**src/rtl/cordic_pkg.sv**
```systemverilog
// Shared CORDIC constants and types for the rotation and vectoring units.
package cordic_pkg;

  // Controller states
  typedef enum logic [1:0] {
    S_IDLE  = 2'd0,
    S_PRE   = 2'd1,
    S_ITER  = 2'd2,
    S_SCALE = 2'd3
  } state_t;

  // Fixed-point formats
  localparam int FRAC_XY  = 16;  // x/y are Q16.16
  localparam int FRAC_ANG = 29;  // angles are Q3.29
  localparam int FRAC_K   = 31;  // gain constant is unsigned Q1.31
  localparam int ANGLE_W  = 32;
  localparam int ATAN_N   = 31;
  localparam int IDX_W    = 5;

  // pi/2 in Q3.29
  localparam logic [ANGLE_W-1:0] PI_HALF = 32'h3243F6A9;

  // 1/An, the inverse CORDIC gain, in unsigned Q1.31 (0.6072529350)
  localparam logic [31:0] K_Q31 = 32'h4DBA76D4;

  // atan(2^-i) in Q3.29, i = 0..30
  localparam logic [ANGLE_W-1:0] ATAN_TABLE [0:ATAN_N-1] = '{
    32'h1921FB54, 32'h0ED63383, 32'h07D6DD7E, 32'h03FAB753,
    32'h01FF55BB, 32'h00FFEAAE, 32'h007FFD55, 32'h003FFFAB,
    32'h001FFFF5, 32'h000FFFFF, 32'h00080000, 32'h00040000,
    32'h00020000, 32'h00010000, 32'h00008000, 32'h00004000,
    32'h00002000, 32'h00001000, 32'h00000800, 32'h00000400,
    32'h00000200, 32'h00000100, 32'h00000080, 32'h00000040,
    32'h00000020, 32'h00000010, 32'h00000008, 32'h00000004,
    32'h00000002, 32'h00000001, 32'h00000000
  };

endpackage

```
**src/rtl/cordic_atan_rom.sv**
```systemverilog
// Combinational lookup of atan(2^-i) in Q3.29.
module cordic_atan_rom
  import cordic_pkg::*;
(
  input  logic [IDX_W-1:0]   idx_i,
  output logic [ANGLE_W-1:0] atan_o
);

  // Table read; indices past the table give zero
  always_comb begin
    atan_o = '0;
    if (int'(idx_i) < ATAN_N) begin
      atan_o = ATAN_TABLE[idx_i];
    end
  end

endmodule

```
**src/rtl/cordic_rotation.sv**
```systemverilog
// Iterative CORDIC in rotation mode: rotates (x0, y0) by theta.
// One micro-rotation per clock, followed by a single gain-compensation step.
module cordic_rotation
  import cordic_pkg::*;
#(
  parameter int DATA_WIDTH = 32,
  parameter int ITER       = 24
) (
  input  logic                         CLK,
  input  logic                         RST,
  input  logic                         start_rot,
  input  logic signed [DATA_WIDTH-1:0] x0_rot,
  input  logic signed [DATA_WIDTH-1:0] y0_rot,
  input  logic signed [DATA_WIDTH-1:0] theta_rot,
  output logic signed [DATA_WIDTH-1:0] x_rot,
  output logic signed [DATA_WIDTH-1:0] y_rot,
  output logic                         valid_rot,
  output logic                         busy
);

  // Two guard bits absorb the CORDIC gain (~1.647) plus the sqrt(2) vector growth
  localparam int XW = DATA_WIDTH + 2;
  // Product width of an XW-bit signed value times the 32-bit unsigned gain
  localparam int PW = XW + 33;

  localparam logic signed [DATA_WIDTH-1:0] PH = $signed(DATA_WIDTH'(PI_HALF));

  state_t                  state_q, state_d;
  logic signed [XW-1:0]    x_q, x_d;
  logic signed [XW-1:0]    y_q, y_d;
  logic signed [DATA_WIDTH-1:0] z_q, z_d;
  logic [IDX_W-1:0]        i_q, i_d;
  logic signed [DATA_WIDTH-1:0] xo_q, xo_d;
  logic signed [DATA_WIDTH-1:0] yo_q, yo_d;
  logic                    valid_q, valid_d;

  logic [ANGLE_W-1:0]           atan_w;
  logic signed [DATA_WIDTH-1:0] atan_s;
  logic signed [XW-1:0]         xs, ys;
  logic signed [PW-1:0]         px, py;

  cordic_atan_rom u_atan_rom (
    .idx_i  (i_q),
    .atan_o (atan_w)
  );

  assign atan_s = $signed(DATA_WIDTH'(atan_w));

  // Per-iteration arithmetic shifts
  assign xs = x_q >>> i_q;
  assign ys = y_q >>> i_q;

  // Gain compensation products, consumed in SCALE
  assign px = PW'(x_q) * $signed(PW'(K_Q31));
  assign py = PW'(y_q) * $signed(PW'(K_Q31));

  // Clamp a wide signed value into the DATA_WIDTH signed range
  function automatic logic signed [DATA_WIDTH-1:0] sat(input logic signed [PW-1:0] v);
    logic signed [PW-1:0] hi;
    logic signed [PW-1:0] lo;
    hi = {{(PW-DATA_WIDTH+1){1'b0}}, {(DATA_WIDTH-1){1'b1}}};
    lo = ~hi;
    if (v > hi) begin
      sat = hi[DATA_WIDTH-1:0];
    end else if (v < lo) begin
      sat = lo[DATA_WIDTH-1:0];
    end else begin
      sat = v[DATA_WIDTH-1:0];
    end
  endfunction

  // Next-state and datapath update for the four-state controller
  always_comb begin
    state_d = state_q;
    x_d     = x_q;
    y_d     = y_q;
    z_d     = z_q;
    i_d     = i_q;
    xo_d    = xo_q;
    yo_d    = yo_q;
    valid_d = 1'b0;

    unique case (state_q)
      S_IDLE: begin
        if (start_rot) begin
          x_d     = XW'(x0_rot);
          y_d     = XW'(y0_rot);
          z_d     = theta_rot;
          i_d     = '0;
          state_d = S_PRE;
        end
      end

      // Quarter-turn pre-rotation brings the residual angle into CORDIC range
      S_PRE: begin
        if (z_q > PH) begin
          x_d = -y_q;
          y_d = x_q;
          z_d = z_q - PH;
        end else if (z_q < -PH) begin
          x_d = y_q;
          y_d = -x_q;
          z_d = z_q + PH;
        end
        i_d     = '0;
        state_d = S_ITER;
      end

      S_ITER: begin
        if (!z_q[DATA_WIDTH-1]) begin
          x_d = x_q - ys;
          y_d = y_q + xs;
          z_d = z_q - atan_s;
        end else begin
          x_d = x_q + ys;
          y_d = y_q - xs;
          z_d = z_q + atan_s;
        end
        i_d = i_q + IDX_W'(1);
        if (i_q == IDX_W'(ITER - 1)) begin
          i_d     = '0;
          state_d = S_SCALE;
        end
      end

      S_SCALE: begin
        xo_d    = sat(px >>> FRAC_K);
        yo_d    = sat(py >>> FRAC_K);
        valid_d = 1'b1;
        state_d = S_IDLE;
      end

      default: state_d = S_IDLE;
    endcase
  end

  // State, working registers and result registers
  always_ff @(posedge CLK or negedge RST) begin
    if (!RST) begin
      state_q <= S_IDLE;
      x_q     <= '0;
      y_q     <= '0;
      z_q     <= '0;
      i_q     <= '0;
      xo_q    <= '0;
      yo_q    <= '0;
      valid_q <= 1'b0;
    end else begin
      state_q <= state_d;
      x_q     <= x_d;
      y_q     <= y_d;
      z_q     <= z_d;
      i_q     <= i_d;
      xo_q    <= xo_d;
      yo_q    <= yo_d;
      valid_q <= valid_d;
    end
  end

  assign x_rot     = xo_q;
  assign y_rot     = yo_q;
  assign valid_rot = valid_q;
  assign busy      = (state_q != S_IDLE);

endmodule

```
**config.mk**
```make
export PLATFORM = sky130hd
export DESIGN_NAME = cordic_rotation
export DESIGN_NICKNAME = d
export VERILOG_FILES = /design/src/rtl/cordic_pkg.sv /design/src/rtl/cordic_atan_rom.sv /design/src/rtl/cordic_rotation.sv
export SDC_FILE = /design/constraint.sdc
export NUM_CORES = 2
export LEC_CHECK = 0
export ABC_AREA = 1
export CAP_MARGIN = 30
export CORE_MARGIN = 5
export CORE_UTILIZATION = 60
export CTS_CLUSTER_SIZE = 12
export DETAILED_ROUTE_END_ITERATION = 8
export PLACE_DENSITY = 0.78
export SYNTH_ARGS = -nofsm -noshare
export SYNTH_HDL_FRONTEND = slang
export SYNTH_SLANG_ARGS = --single-unit
```
**constraint.sdc**
```tcl
create_clock -name CLK -period 12.32 [get_ports CLK]
set_input_delay 2.464 -clock CLK [delete_from_list [all_inputs] [get_ports CLK]]
set_output_delay 2.464 -clock CLK [all_outputs]
set_load 0.01 [all_outputs]
```
==> results_dict.tcl <==
set metrics [dict create \
    num_rows 120 \
    max_slew_margin 0.200 \
    wl_per_cell_um 25.9 \
    final_util 0.637 \
    min_path_type "flip-flop to flip-flop" \
    synthTopCellsByCount "inv_1, nand2_1, fa_1" \
    ys_ff_latch 172 \
    tns_ps 0 \
    synth_cells 8596 \
    setup_viol 0 \
    cts.path.max_buffers 2 \
    rsz0062_at_grt "no" \
    die_area_mm2 0.114 \
    critPathKind "flip-flop to flip-flop" \
    yosys.area_share.adder 0.477 \
    finalCriticalPeriod_ps 8860 \
    cp_max_fo 18 \
    synth_most_common_cell "inv_1" \
    yosys.area.top_type "fa_1" \
    worstPathArrival_ps 9350 \
    yosysSeqAreaShare 0.0667 \
    port_buffers 164 \
    synthToLayoutAreaGrowth_pct 5.54 \
    hold_violations 0 \
    drive_gt1_frac 0.0210 \
    nets 10600 \
    synth_area_mm2 0.0645 \
    synth-main-ff-cell "dfrtp_1" \
    numCtsBuffers 17 \
    synth_top_area_frac 0.325 \
    holdBufCountCts 0 \
    async_reset_ff_frac 1.00 \
    start_util 0.603 \
    antenna_found_initial 12 \
    cts_sinks 172 \
    synth.distinct_cells 58 \
    place_congestion 1.13 \
    synthMuxAreaShare 0.000310 \
    cts_setup_buffers 0 \
    cp.required_ps 12800 \
    fmax_mhz 113 \
    grt_pass1_vias 60300 \
    finalMaxSlewViolations 0 \
    clock_latency_ps 580 \
    synthSimpleGateAreaFrac 0.174 \
    cts-root-buf "clkbuf_16" \
    fin_skew_ps 34.8 \
    ioPinCount 165 \
    synth_top_family_by_area "adder cells" \
    grt_pass1_wl_mm 386 \
    dr_total_vias 61400 \
    core_area_mm2 0.107 \
    status "finished, final reports clean" \
    end_kind "flip-flop" \
    grt_max_degree 75 \
    drc 0 \
    ant_nets 0 \
    finalCritPeriodShare 0.719 \
    die_w_um 338 \
    tightest_slew_ps 1200 \
    grt_remaining_overflow 0 \
    dp_hpwl_mm 221 \
    worst_setup_path_start_kind "flip-flop" \
    h-tree-depth 4 \
    synth-edff-count 0 \
    first_pass_iters 8 \
    final_cell_count_no_fill 10100 \
    cts_tree "yes" \
    pre_cts_ws_ps 3740 \
    synth_nets 10500 \
    synth_xor_area_frac 0.0267 \
    grt_use_total 0.460 \
    place_inst 10000 \
    viasPerCell 6.10 \
    clkTransAtPathRegs_ps 90 \
    synth_compound_area_frac 0.113 \
    finalWorstSetupSlack_ps 3460 \
    drtIter0Drc 8557 \
    wl_mm 261 \
    avgSynthCellArea_um2 7.50 \
    synth_warnings 0 \
    fp.dieH_um 338 \
    ys_top_cells_by_area "fa_1, ha_1, inv_1" \
    cts_resized 0 \
    drv_cap 0 \
]
-- layout by cell type (no fill, tap or decap), types with 8 or more instances in the layout --
cell type,netlist,layout
inv_1,2166,2164
nand2_1,1353,1352
fa_1,1048,1048
ha_1,783,780
nor2_1,600,599
a21oi_1,544,542
nand3_1,533,533
o21ai_0,505,505
dfrtp_1,172,167
clkdlybuf4s50_1,0,163
xor2_1,123,123
xnor2_1,74,74
nor3_1,67,67
o211ai_1,59,59
buf_4,17,43
nand4_1,40,40
a31oi_1,40,40
o21a_1,34,34
o21ai_1,33,31
a21o_1,29,29
inv_2,20,22
o21bai_1,20,20
nand2_2,20,19
nor4_1,19,19
clkbuf_16,0,17
or2_2,15,15
a21boi_0,14,14
diode_2,0,12
nand3b_1,11,11
nor2_2,9,10
a211oi_1,10,10
o2111ai_1,8,8
o221ai_1,8,8
-- per-stage QoR --
stage                     area [um^2]  hold slack, ps
after detailed placement        67400             481
after global placement          67300             475
after floorplan                 64500             516
final                           68100             504
after CTS                       68000             501
after global routing            68100             510
-- state kept, by name, summed over array words and instances, names as in the netlist --
register and count:
x_q 34, y_q 34, x_rot 32, y_rot 32, z_q 32, i_q 5
state_q 2, valid_rot 1
-- logic make-up (layout without fill, tap and decap cells) --
group | after synthesis | after routing
DFF | 172 | 172
other | 0 | 12
buffers and inverters | 2378 | 2435
muxes | 2 | 2
xor gates and xnor gates | 197 | 197
AOI/OAI and AO/OA | 1331 | 1331
and+or+nand+nor | 2685 | 2685
adders and majority gates | 1831 | 1831
-- worst paths after layout --
kind	startpoint	to	slack [ps]	cells past startpoint
hold / removal	y_rot[31]	y_rot[31]	500	2
setup reg to reg	x_q[13]	x_rot[26]	3460	26
hold reg to reg	y_rot[31]	y_rot[31]	500	2
min in group asynchronous	RST	x_rot[0]	1890	1
setup / recovery	x_q[13]	x_rot[26]	3460	26
max in group asynchronous	RST	i_q[2]	8120	3
-- layer usage --
layer	up-vias	GRT usage	wire [um]	part of all wire
li1	26600	-	-	-
met1	29600	0.640	103000	0.39
met2	4431	0.642	104000	0.40
met3	718	0.190	41100	0.16
met4	14	0.166	12000	0.046
met5	-	0.0247	450	0.0017
-- final cells by class --
type | instances | area [um^2]
Clock inverter | 15 | 174
Antenna cell | 12 | 30.0
Fill cell | 9364 | 38800
Multi-Input combinational cell | 6046 | 51100
Sequential cell | 172 | 4310
Clock buffer | 17 | 425
Timing Repair Buffer | 213 | 2080
Tap cell | 1403 | 1760
Inverter | 2190 | 8230
-- worst max-delay path, cell delays in order (launching register included) --
cell and delay [ps]:
dfrtp_1 760, inv_1 200, ha_1 400, inv_1 210, fa_1 510, fa_1 530
fa_1 510, inv_1 50, fa_1 570, fa_1 430, fa_1 520, inv_1 60
fa_1 500, inv_1 40, ha_1 350, nand4_1 290, nor3_1 500, nand2_1 100
o21ai_0 590, buf_4 300, nand3_1 90, nand2_1 90, xor2_1 100, o21ai_2 550
buf_8 250, nand2_1 80, a21oi_1 170
Power is not shown: default switching activity piles up to over one toggle a cycle in this logic, so the estimate is an artifact.
